$ cat src/rtl/ps2_pkg.sv
// Shared definitions for the PS/2 scancode receiver: FSM states, clock filter length, parity helper.
// No logic or timing here; users import it with ps2_pkg::*.
package ps2_pkg;

  localparam int FILTER_LEN = 8;

  typedef enum logic [1:0] {
    IDLE,
    DATA,
    PARITY,
    STOP
  } state_e;

  // Parity bit that makes data plus parity carry an odd number of ones.
  function automatic logic odd_parity(input logic [7:0] d);
    return ~(^d);
  endfunction

endpackage

$ cat src/rtl/sync_fifo.sv
// First-word-fall-through FIFO: head is visible the cycle after a push into an empty FIFO.
// A push while full is dropped with an overflow pulse, unless a pop frees a slot in the same cycle.
module sync_fifo #(
  parameter int WIDTH = 8,
  parameter int DEPTH = 8
) (
  input  logic                     clk,
  input  logic                     reset,
  input  logic                     push_i,
  input  logic [WIDTH-1:0]         push_dat_i,
  input  logic                     pop_i,
  output logic [WIDTH-1:0]         head_o,
  output logic                     valid_o,
  output logic [$clog2(DEPTH):0]   count_o,
  output logic                     overflow_o
);

  localparam int AW = $clog2(DEPTH);

  logic [WIDTH-1:0] mem_q [DEPTH];
  logic [AW-1:0]    wr_ptr_q, rd_ptr_q;
  logic [AW:0]      count_q;
  logic             overflow_q;
  logic             do_push, do_pop, not_empty, full;

  assign not_empty = (count_q != '0);
  assign full      = (count_q == (AW+1)'(DEPTH));
  assign do_pop    = pop_i && not_empty;
  assign do_push   = push_i && (!full || do_pop);

  // Pointers are AW bits wide, so they wrap modulo DEPTH on their own.
  always_ff @(posedge clk) begin
    if (reset) begin
      wr_ptr_q   <= '0;
      rd_ptr_q   <= '0;
      count_q    <= '0;
      overflow_q <= 1'b0;
    end else begin
      overflow_q <= push_i && !do_push;
      if (do_push) wr_ptr_q <= wr_ptr_q + AW'(1);
      if (do_pop)  rd_ptr_q <= rd_ptr_q + AW'(1);
      case ({do_push, do_pop})
        2'b10:   count_q <= count_q + (AW+1)'(1);
        2'b01:   count_q <= count_q - (AW+1)'(1);
        default: count_q <= count_q;
      endcase
    end
  end

  always_ff @(posedge clk) begin
    if (do_push) mem_q[wr_ptr_q] <= push_dat_i;
  end

  assign head_o     = not_empty ? mem_q[rd_ptr_q] : '0;
  assign valid_o    = not_empty;
  assign count_o    = count_q;
  assign overflow_o = overflow_q;

endmodule

$ cat src/rtl/ps2_scancode_rx.sv
// PS/2 device-to-host receiver: synchronise, glitch-filter, deserialise 11-bit frames into a scancode FIFO.
// Byte pushed the cycle after the stop-bit sample; code_valid/code_ready pop; full FIFO drops new bytes.
module ps2_scancode_rx
  import ps2_pkg::*;
#(
  parameter int CLK_MHZ    = 25,
  parameter int TIMEOUT_US = 2000,
  parameter int FIFO_DEPTH = 8
) (
  input  logic                          clk,
  input  logic                          reset,
  input  logic                          ps2clk,
  input  logic                          ps2data,
  output logic [7:0]                    code,
  output logic                          code_valid,
  input  logic                          code_ready,
  output logic [$clog2(FIFO_DEPTH):0]   fifo_count,
  output logic                          parity_err,
  output logic                          frame_err,
  output logic                          overflow
);

  localparam int unsigned WDOG_LIMIT = CLK_MHZ * TIMEOUT_US;
  localparam int          WD_W       = $clog2(WDOG_LIMIT + 1);
  localparam int          FC_W       = $clog2(FILTER_LEN);

  logic              ps2clk_s1_q, ps2clk_s2_q, ps2data_s1_q, ps2data_s2_q;
  logic              filt_q;
  logic [FC_W-1:0]   filt_cnt_q;
  logic              filt_flip, sample_evt;

  state_e            state_q;
  logic [2:0]        bit_cnt_q;
  logic [7:0]        shift_q;
  logic              par_ok_q;
  logic [WD_W-1:0]   wdog_q;
  logic              wdog_expired;
  logic              push_q;
  logic [7:0]        push_dat_q;
  logic              parity_err_q, frame_err_q;

  always_ff @(posedge clk) begin
    if (reset) begin
      ps2clk_s1_q  <= 1'b1;
      ps2clk_s2_q  <= 1'b1;
      ps2data_s1_q <= 1'b1;
      ps2data_s2_q <= 1'b1;
    end else begin
      ps2clk_s1_q  <= ps2clk;
      ps2clk_s2_q  <= ps2clk_s1_q;
      ps2data_s1_q <= ps2data;
      ps2data_s2_q <= ps2data_s1_q;
    end
  end

  // The filtered level flips on the FILTER_LEN-th consecutive differing sample.
  assign filt_flip  = (ps2clk_s2_q != filt_q) && (filt_cnt_q == FC_W'(FILTER_LEN - 1));
  assign sample_evt = filt_flip && filt_q;

  always_ff @(posedge clk) begin
    if (reset) begin
      filt_q     <= 1'b1;
      filt_cnt_q <= '0;
    end else if (ps2clk_s2_q == filt_q) begin
      filt_cnt_q <= '0;
    end else if (filt_flip) begin
      filt_q     <= ps2clk_s2_q;
      filt_cnt_q <= '0;
    end else begin
      filt_cnt_q <= filt_cnt_q + FC_W'(1);
    end
  end

  assign wdog_expired = (state_q != IDLE) && !sample_evt && (wdog_q == WD_W'(WDOG_LIMIT - 1));

  always_ff @(posedge clk) begin
    if (reset) begin
      state_q      <= IDLE;
      bit_cnt_q    <= '0;
      shift_q      <= '0;
      par_ok_q     <= 1'b0;
      wdog_q       <= '0;
      push_q       <= 1'b0;
      push_dat_q   <= '0;
      parity_err_q <= 1'b0;
      frame_err_q  <= 1'b0;
    end else begin
      push_q       <= 1'b0;
      parity_err_q <= 1'b0;
      frame_err_q  <= 1'b0;

      if (state_q == IDLE || sample_evt) wdog_q <= '0;
      else                               wdog_q <= wdog_q + WD_W'(1);

      if (wdog_expired) begin
        frame_err_q <= 1'b1;
        state_q     <= IDLE;
        bit_cnt_q   <= '0;
        wdog_q      <= '0;
      end else if (sample_evt) begin
        case (state_q)
          IDLE: begin
            if (!ps2data_s2_q) begin
              state_q   <= DATA;
              bit_cnt_q <= '0;
            end
          end
          DATA: begin
            shift_q   <= {ps2data_s2_q, shift_q[7:1]};
            bit_cnt_q <= bit_cnt_q + 3'd1;
            if (bit_cnt_q == 3'd7) state_q <= PARITY;
          end
          PARITY: begin
            par_ok_q <= (ps2data_s2_q == odd_parity(shift_q));
            state_q  <= STOP;
          end
          STOP: begin
            if (!ps2data_s2_q) begin
              frame_err_q <= 1'b1;
            end else if (!par_ok_q) begin
              parity_err_q <= 1'b1;
            end else begin
              push_q     <= 1'b1;
              push_dat_q <= shift_q;
            end
            state_q <= IDLE;
          end
          default: state_q <= IDLE;
        endcase
      end
    end
  end

  sync_fifo #(
    .WIDTH (8),
    .DEPTH (FIFO_DEPTH)
  ) u_fifo (
    .clk        (clk),
    .reset      (reset),
    .push_i     (push_q),
    .push_dat_i (push_dat_q),
    .pop_i      (code_ready),
    .head_o     (code),
    .valid_o    (code_valid),
    .count_o    (fifo_count),
    .overflow_o (overflow)
  );

  assign parity_err = parity_err_q;
  assign frame_err  = frame_err_q;

endmodule

$ cat config.mk
export PLATFORM = sky130hd
export DESIGN_NAME = ps2_scancode_rx
export DESIGN_NICKNAME = d
export VERILOG_FILES = /design/src/rtl/ps2_pkg.sv /design/src/rtl/sync_fifo.sv /design/src/rtl/ps2_scancode_rx.sv
export SDC_FILE = /design/constraint.sdc
export NUM_CORES = 1
export LEC_CHECK = 0
export BUFFER_PORTS_ARGS = -buffer_cell sky130_fd_sc_hd__buf_2
export CAP_MARGIN = 20
export CORE_MARGIN = 10
export CORE_UTILIZATION = 56
export CTS_CLUSTER_SIZE = 12
export DETAILED_ROUTE_END_ITERATION = 16
export PLACE_DENSITY = 0.71
export SLEW_MARGIN = 30
export SYNTH_ARGS = -nofsm -noshare
export SYNTH_HDL_FRONTEND = slang
export SYNTH_SLANG_ARGS = --single-unit
$ cat constraint.sdc
create_clock -name clk -period 3.65 [get_ports clk]
set_input_delay 0.73 -clock clk [delete_from_list [all_inputs] [get_ports clk]]
set_output_delay 0.73 -clock clk [all_outputs]
set_load 0.05 [all_outputs]
==> summary.md, run 1 <==
| Metric | Value |
|---|---|
| HP Class | `primary input to register` |
| Ratio of cells with drive above 1 in the final layout | `18.4%` |
| Starting Density | `57.0%` |
| First-pass GRT wire length | `15.7 mm` |
| Sequential share of power | `38.3%` |
| Mapped cell area | `5220 sq um` |
| CP Launch Type | `register` |
| Core Rows | `35` |
| Final Hold Viols | `0` |
| Worst-Skew Late Latency | `0.52 ns` |
| Total grt overflow | `0` |
| Kind of critical path | `register to register` |
| Crit-path leading delay family | `simple AND/OR/NAND/NOR gates` |
| CTS H-tree depth | `4` |
| TritonCTS Buffers | `17` |
| Setup TNS | `0 ns` |
| Post-synth ARST share | `0%` |
| Comb pwr share | `20.8%` |
| Layout Nets | `457` |
| Final ANT Viol Nets | `0` |
| Via count | `3170` |
| Net Sw Power | `1.30 mW` |
| Max cap viols | `0` |
| Final period utilization | `81.7%` |
| CP peak stage delay | `0.47 ns` |
| Final setup viols | `0` |
| Pin count of the biggest net entering global routing | `39` |
| Post-Syn Nets | `430` |
| Wire per inst | `16.3 microns` |
| Die width | `117 microns` |
| Arr. time, crit path | `3.42 ns` |
| Tot Pwr | `4.08 mW` |
| Crit-path max FO | `9` |
| M1 GR Usage | `17.6%` |
| Hold path cells | `2` |
| Critical Path End Type | `register` |
| Multi-input logic area | `1930 sq um` |
| DPL Wire Length | `6.00 mm` |
| Antenna violations before repair | `0` |
| Pre-Repair DR Iteration Count | `6` |
| Clock network power share | `40.9%` |
| Worst-case clock skew | `0.00705 ns` |
| Starting DRT DRC Count | `180` |
| RSZ-0062 raised after global routing | `no` |
| Final core utilization | `65.7%` |
| Final Slew Violations | `0` |
| Hold Buf Count CTS | `0` |
| Fmax | `335 MHz` |
| Seq cells post-synth | `127` |
| CTS Sinks | `127` |
| Top_reg_cell synth | `edfxtp_1` |
| Post-CTS Setup Inserts | `0` |
| DIE HEIGHT | `117 microns` |
| GRT met3 Usage | `4.47%` |
| Vias in the first global route | `3145` |
| Hold slack | `0.390 ns` |
| Slowest-stage cell, CP | `or3_1` |
| Max clock buf depth | `2` |
| Slew @ Worst Pin | `0.770 ns` |
| Clk root buf | `clkbuf_8` |
| GR Util All Layers | `14.8%` |
| Max VDD drop | `0.000352 V` |
| Floorplan Core Area | `9150 sq um` |
| Final std cells w/o fill | `561` |
| Post-CTS sizing | `0` |
| Synth warn | `0` |
| Seq/Total Area, Yosys | `61.0%` |
| CTS tree | `yes` |
| GR Util met2 | `24.3%` |
| Fill cells | `678` |
| CP Data Required Time | `4.09 ns` |
| Switching share of power | `31.7%` |
| Port bufs | `20` |
| Reg clk slew, reported paths | `0.06 ns` |
| Pwr dens | `679 nW/um^2` |
| DRC Markers | `0` |
| P_leak | `2.20 nW` |
| Critical path, cell by cell | `or3_1 > nor2_2 > inv_1 > nand3_1 > inv_1 > ha_1 > a21o_1 > a21o_1 > or4_1 > a31oi_1` |
| Yosys cell types | `47` |
| Placer Congestion | `0.843` |
| Reg area | `3180 sq um` |
| Cell-internal power | `2.79 mW` |
| Critical path buffers and inverters | `2` |
| Grt peak-use layer | `met2` |
| Area growth syn-to-layout | `15.2%` |
| # diodes | `0` |
| Minimum clock period after layout | `2.98 ns` |
| Reg2reg path depth | `10` |
| Cell depth of the worst setup path | `10` |
| Rel. slew slack | `48.6%` |
| Die area | `13600 sq um` |
| Mean post-synth cell area | `12.7 sq um` |
| Synth Instances | `410` |
| Number of enable flip-flop cells after synthesis | `64` |
| Number of cells after detailed placement | `529` |
| Drt via density | `5.65` |
| Routed WL | `9.17 mm` |
| Status | `complete, no violations` |
| # IOs | `21` |
-- sequential cells by signal (all words and copies together), names as in the netlist, 2 cells and up, named ones only --
register	count
bit_cnt_q	3
state_q	2
u_fifo.count_o	4
filt_cnt_q	3
u_fifo.rd_ptr_q	3
u_fifo.mem_q	64
shift_q	8
u_fifo.wr_ptr_q	3
push_dat_q	8
wdog_q	16
-- synthesized netlist by cell type (2+ instances only) --
master,count,share of area (%)
edfxtp_1,64,37
or2_2,6,0.72
ha_1,14,3.4
and2_1,4,0.48
mux4_2,16,6.9
nor4_1,3,0.36
o211ai_1,5,0.72
clkbuf_1,11,0.79
inv_1,12,0.86
dfxtp_1,63,24
nor2_1,51,3.7
nand2b_1,5,0.60
a21oi_1,17,1.6
o21ai_0,7,0.67
nand2_1,28,2.0
mux2i_1,20,3.8
xnor2_1,12,2.0
buf_1,2,0.14
or3_1,4,0.48
nand4_1,5,0.60
and3_1,2,0.24
nor3_1,10,0.96
xor2_1,9,1.5
a21o_1,2,0.29
a32oi_1,2,0.34
nand3b_1,3,0.43
or4_1,3,0.43
nand3_1,11,1.1
-- worst reg2reg max path: cells and delay by family, from the launching register on --
kind,cells,cell delay (ns)
flops,1,0.37
simple gates,4,1.43
fa+ha+maj,1,0.30
buf+inv,2,0.27
compound gates,3,0.54
-- cells by family (layout without fill, tap and decap cells) --
kind of cell	after synthesis	count (layout)	share of synthesized area, %
adder cells (fa/ha/maj)	15	15	3.74
XOR/XNOR	22	22	3.95
AND/OR/NAND/NOR	142	142	13.3
AO/OA/AOI/OAI	41	41	5.32
multiplexers	36	36	10.7
flip-flops	127	127	61.0
buffers and inverters	27	67	2.04
-- final timing paths --
path / from / endpoint / slack, ns
hold reg to reg: ps2clk_s1_q / ps2clk_s2_q / 0.42
hold / removal: ps2clk / ps2clk_s1_q / 0.39
setup / recovery: u_fifo.count_o[0] / u_fifo.count_o[3] / 0.67
setup reg to reg: u_fifo.count_o[0] / u_fifo.count_o[3] / 0.67
-- stage by stage --
step | cell area, sq um | setup slack, ns
after floorplan | 5220 | 0.515
after global placement | 5420 | 0.809
after detailed placement | 5420 | 0.718
after CTS | 6010 | 0.659
after global routing | 6010 | 0.513
final | 6010 | 0.669
-- layout by cell type, fill, tap and decap left out, types with 4 or more instances in the layout --
cell type  netlist  final
a21oi_1         17     17
and2_1           4      4
buf_2            1     20
clkbuf_16        0     16
dfxtp_1         63     63
edfxtp_1        64     64
ha_1            14     14
inv_1           12     12
inv_8            0      4
mux2i_1         20     20
mux4_2          16     16
nand2_1         28     28
nand2b_1         5      5
nand3_1         11     11
nand4_1          5      5
nor2_1          51     51
nor3_1          10     10
o211ai_1         5      5
o21ai_0          7      7
or2_2            6      6
or3_1            4      4
xnor2_1         12     12
xor2_1           9      9
-- area by class of cell --
type | count | share of cell area (%)
well taps | 111 | 2.31
inverters | 12 | 0.749
flip-flops and latches | 127 | 52.9
clock buffers | 17 | 6.89
clock inverters | 15 | 2.95
repair buffers | 23 | 2.04
multi-input cells | 256 | 32.1
-- power groups by stage --
stage          sequential, mW  combinational (mW)  clock, mW
5_1_grt                  1.57               0.912       1.76
4_1_cts                  1.56               0.863       1.69
2_1_floorplan            1.63               0.636          0
3_5_place_dp             1.59               0.855          0
6_report                 1.56               0.850       1.67
3_3_place_gp             1.59               0.841          0
-- layer usage --
metal / share of wire (%) / routed length, microns
met5: 0 / 0
met4: 1.5 / 142
met3: 3.9 / 354
met2: 51 / 4640
met1: 44 / 4030
No activity file was read; power rests on OpenSTA's default activity.
==> run 2, diff against run 1 <==
ABC_AREA = 1   (was default)
CORE_UTILIZATION = 55   (was 56)
PLACE_DENSITY = 0.73   (was 0.71)
clock period = 2.7 ns   (was 3.65 ns; I/O delays follow)
==> summary.md, run 2 <==
| Metric | Value |
|---|---|
| Status | `complete, no violations` |
| Port bufs | `20 (unchanged)` |
| Die width | `120 microns (+2.6%)` |
| DPL Wire Length | `7.41 mm (+23%)` |
| # IOs | `21 (unchanged)` |
| Post-Synth Adder-Cell Area | `3.58% (-0.16 points)` |
| Pre-Repair DR Iteration Count | `4 (-2)` |
| Area growth syn-to-layout | `14.8%` |
| Final std cells w/o fill | `745 (+33%)` |
| CTS Sinks | `127 (unchanged)` |
| Post-synth ARST share | `0% (unchanged)` |
| Seq/Total Area, Yosys | `58.4% (-2.5 points)` |
| Reg clk slew, reported paths | `0.06 ns (about the same)` |
| Setup TNS | `0 ns (unchanged)` |
| Pwr dens | `932 nW/um^2 (+37%)` |
| Top-area cell type share of the netlist area | `35.3% (-1.5 points)` |
| Arr. time, crit path | `1.94 ns (-1.48 ns)` |
| First-pass GRT wire length | `18.2 mm (+16%)` |
| Wire per inst | `14.4 microns (-12%)` |
| Number of cells after detailed placement | `713 (+35%)` |
| Post-Syn Nets | `587 (+37%)` |
| Vias in the first global route | `3796 (+21%)` |
| DRC Markers | `0 (unchanged)` |
| Pin count of the biggest net entering global routing | `33 (-15%)` |
| Rel. slew slack | `50.3% (+1.7 points)` |
| Max cap viols | `0 (unchanged)` |
| Synth warn | `0 (unchanged)` |
| Simple-Gate Fraction of Synth Area | `18.9% (+5.6 points)` |
| Final ANT Viol Nets | `0 (unchanged)` |
| CTS tree | `yes` |
| HP Class | `primary input to register` |
| Core Rows | `36 (+2.9%)` |
| Synth Instances | `567 (+38%)` |
| Max clock buf depth | `2 (unchanged)` |
| Top_reg_cell synth | `edfxtp_1` |
| Number of enable flip-flop cells after synthesis | `64 (unchanged)` |
| Via count | `3943 (+24%)` |
| Commonest cells after routing, fill and taps aside | `103 x nor2_1, 64 x nand2_1, 64 x edfxtp_1` |
| Mean post-synth cell area | `9.61 sq um (-25%)` |
| Final Hold Viols | `0 (unchanged)` |
| Antenna violations before repair | `0 (unchanged)` |
| Final period utilization | `91.8%` |
| Post-synth top area cell | `edfxtp_1` |
| CP Launch Type | `register` |
| Clk root buf | `clkbuf_8` |
| Largest cells by area after synthesis | `edfxtp_1 35%, dfxtp_1 23%, nor2_1 7.1%` |
| Starting DRT DRC Count | `293 (+63%)` |
| Total grt overflow | `0 (unchanged)` |
| Most frequent cells after synthesis | `103 x nor2_1, 64 x edfxtp_1, 64 x nand2_1` |
| Xor and xnor area share after synthesis | `1.13% (-2.8 points)` |
| Fmax | `404 MHz` |
| # diodes | `0 (unchanged)` |
| Critical Path End Type | `output pin` |
| Floorplan Core Area | `9730 sq um (+6.3%)` |
| Main combinational cell family by area after synthesis | `simple AND/OR/NAND/NOR gates` |
| Seq cells post-synth | `127 (unchanged)` |
| Cell with the most instances after synthesis | `nor2_1` |
| Most flop-heavy register | `u_fifo.mem_q` |
| Yosys cell types | `40 (-15%)` |
| Worst-Skew Late Latency | `0.51 ns (about the same)` |
| Placer Congestion | `0.824 (-2.2%)` |
| CP Data Required Time | `2.16 ns (-1.93 ns)` |
| Max VDD drop | `0.000831 V (+140%)` |
| Ratio of cells with drive above 1 in the final layout | `17.0% (-1.5 points)` |
| Largest registers | `u_fifo.mem_q (64), wdog_q (16)` |
| Commonest non-fill, non-tap cell in the layout | `nor2_1` |
| GR Util All Layers | `15.5% (+0.73 points)` |
| Layout Nets | `619 (+35%)` |
| Kind of critical path | `register to output pin` |
| Mux cell area share after synthesis | `0% (-11 points)` |
| TritonCTS Buffers | `17 (unchanged)` |
| DIE HEIGHT | `120 microns (+2.6%)` |
| Minimum clock period after layout | `2.48 ns` |
| Max reg flops | `64 (unchanged)` |
| Starting Density | `56.0% (-1.0 points)` |
| Slew @ Worst Pin | `0.742 ns (-0.0279 ns)` |
| Drt via density | `5.29 (-6.3%)` |
| P_leak | `2.41 nW (+9.5%)` |
| RSZ-0062 raised after global routing | `no` |
| Mapped cell area | `5450 sq um (+4.4%)` |
| Post-CTS Setup Inserts | `0 (unchanged)` |
| Crit-path max FO | `32 (+23)` |
| Synth Area in Compound Gates | `12.3% (+7.0 points)` |
| Worst-case clock skew | `0.00749 ns (+0.000441 ns)` |
| Final Slew Violations | `0 (unchanged)` |
| Routed WL | `10.7 mm (+17%)` |
| CTS H-tree depth | `4 (unchanged)` |
| Die area | `14300 sq um (+5.2%)` |
| Final setup viols | `0 (unchanged)` |
-- run 2: cell count changes in the layout (fill, tap and decap cells not counted), sizes merged, moves of 5 or more --
cell    change
o21ai      +58
nor2       +56
nand2      +44
inv        +40
a21oi      +23
mux2i      -20
mux4       -16
nand3      +10
xnor2      -10
o32ai       +8
clkinv      +6
nand2b      -5
-- run 2: worst paths after layout --
check	startpoint	end	slack [ns]	cells past startpoint
worst max register to register	u_fifo.count_o[0]	u_fifo.count_o[3]	0.62	14
worst min register to register	ps2clk_s1_q	ps2clk_s2_q	0.41	1
worst min-delay path	ps2clk	ps2clk_s1_q	0.21	2
worst max-delay path	register	code[5]	0.22	6
-- run 2: worst max-delay path, cell delays in order (launching register included) --
cell     delay (ns)
dfxtp_2        0.38
buf_12         0.19
nor2_1         0.08
o32ai_1        0.33
nor2_1         0.07
nor2_1         0.09
buf_2          0.27
-- run 2: metal layers --
metal  part of all wire, %  vias up  track usage [%]
li1                      -     1985                -
met1                    46     1864             20.0
met2                    47       84             24.8
met3                   5.2       10             4.22
met4                   1.1        0             5.35
met5                     0        -                0
-- run 2: per-stage QoR --
stage	hold WS (ns)	utilization (%)	instance area [sq um]	worst slack [ns]	power (mW)
after floorplan	0.389	-	5450	0.229	3.45
after global placement	0.395	58.5	5690	0.344	3.78
after detailed placement	0.398	58.5	5690	0.226	3.82
after CTS	0.180	64.1	6230	0.0138	5.84
after global routing	0.191	64.3	6250	0.0741	6.15
final	0.207	64.3	6250	0.222	5.83
-- run 2: cell type report --
cell class	count	area, sq um
repair buffers	29	185
flip-flops and latches	127	3190
fillers	802	3470
multi-input cells	366	1960
inverters	58	223
clock buffers	17	414
well taps	133	166
clock inverters	15	123
-- run 2: cell families after synthesis --
group	after synthesis
buffers and inverters	74
AND/OR/NAND/NOR	226
adder cells (fa/ha/maj)	15
AO/OA/AOI/OAI	118
XOR/XNOR	7
flip-flops	127
-- run 2: report_power, final --
part	switching, mW	leakage, nW	internal, mW
clock	0.808	0.263	1.21
combinational	1.19	1.04	0.448
sequential	0.106	1.10	2.07
total	2.11	2.41	3.73
-- run 2: what timing repair did --
action | in CTS | in global routing
gates resized for setup | 2 | 9
pin swaps | 0 | 0
endpoints found under the setup margin | 8 | 8
hold buffers | 0 | 0
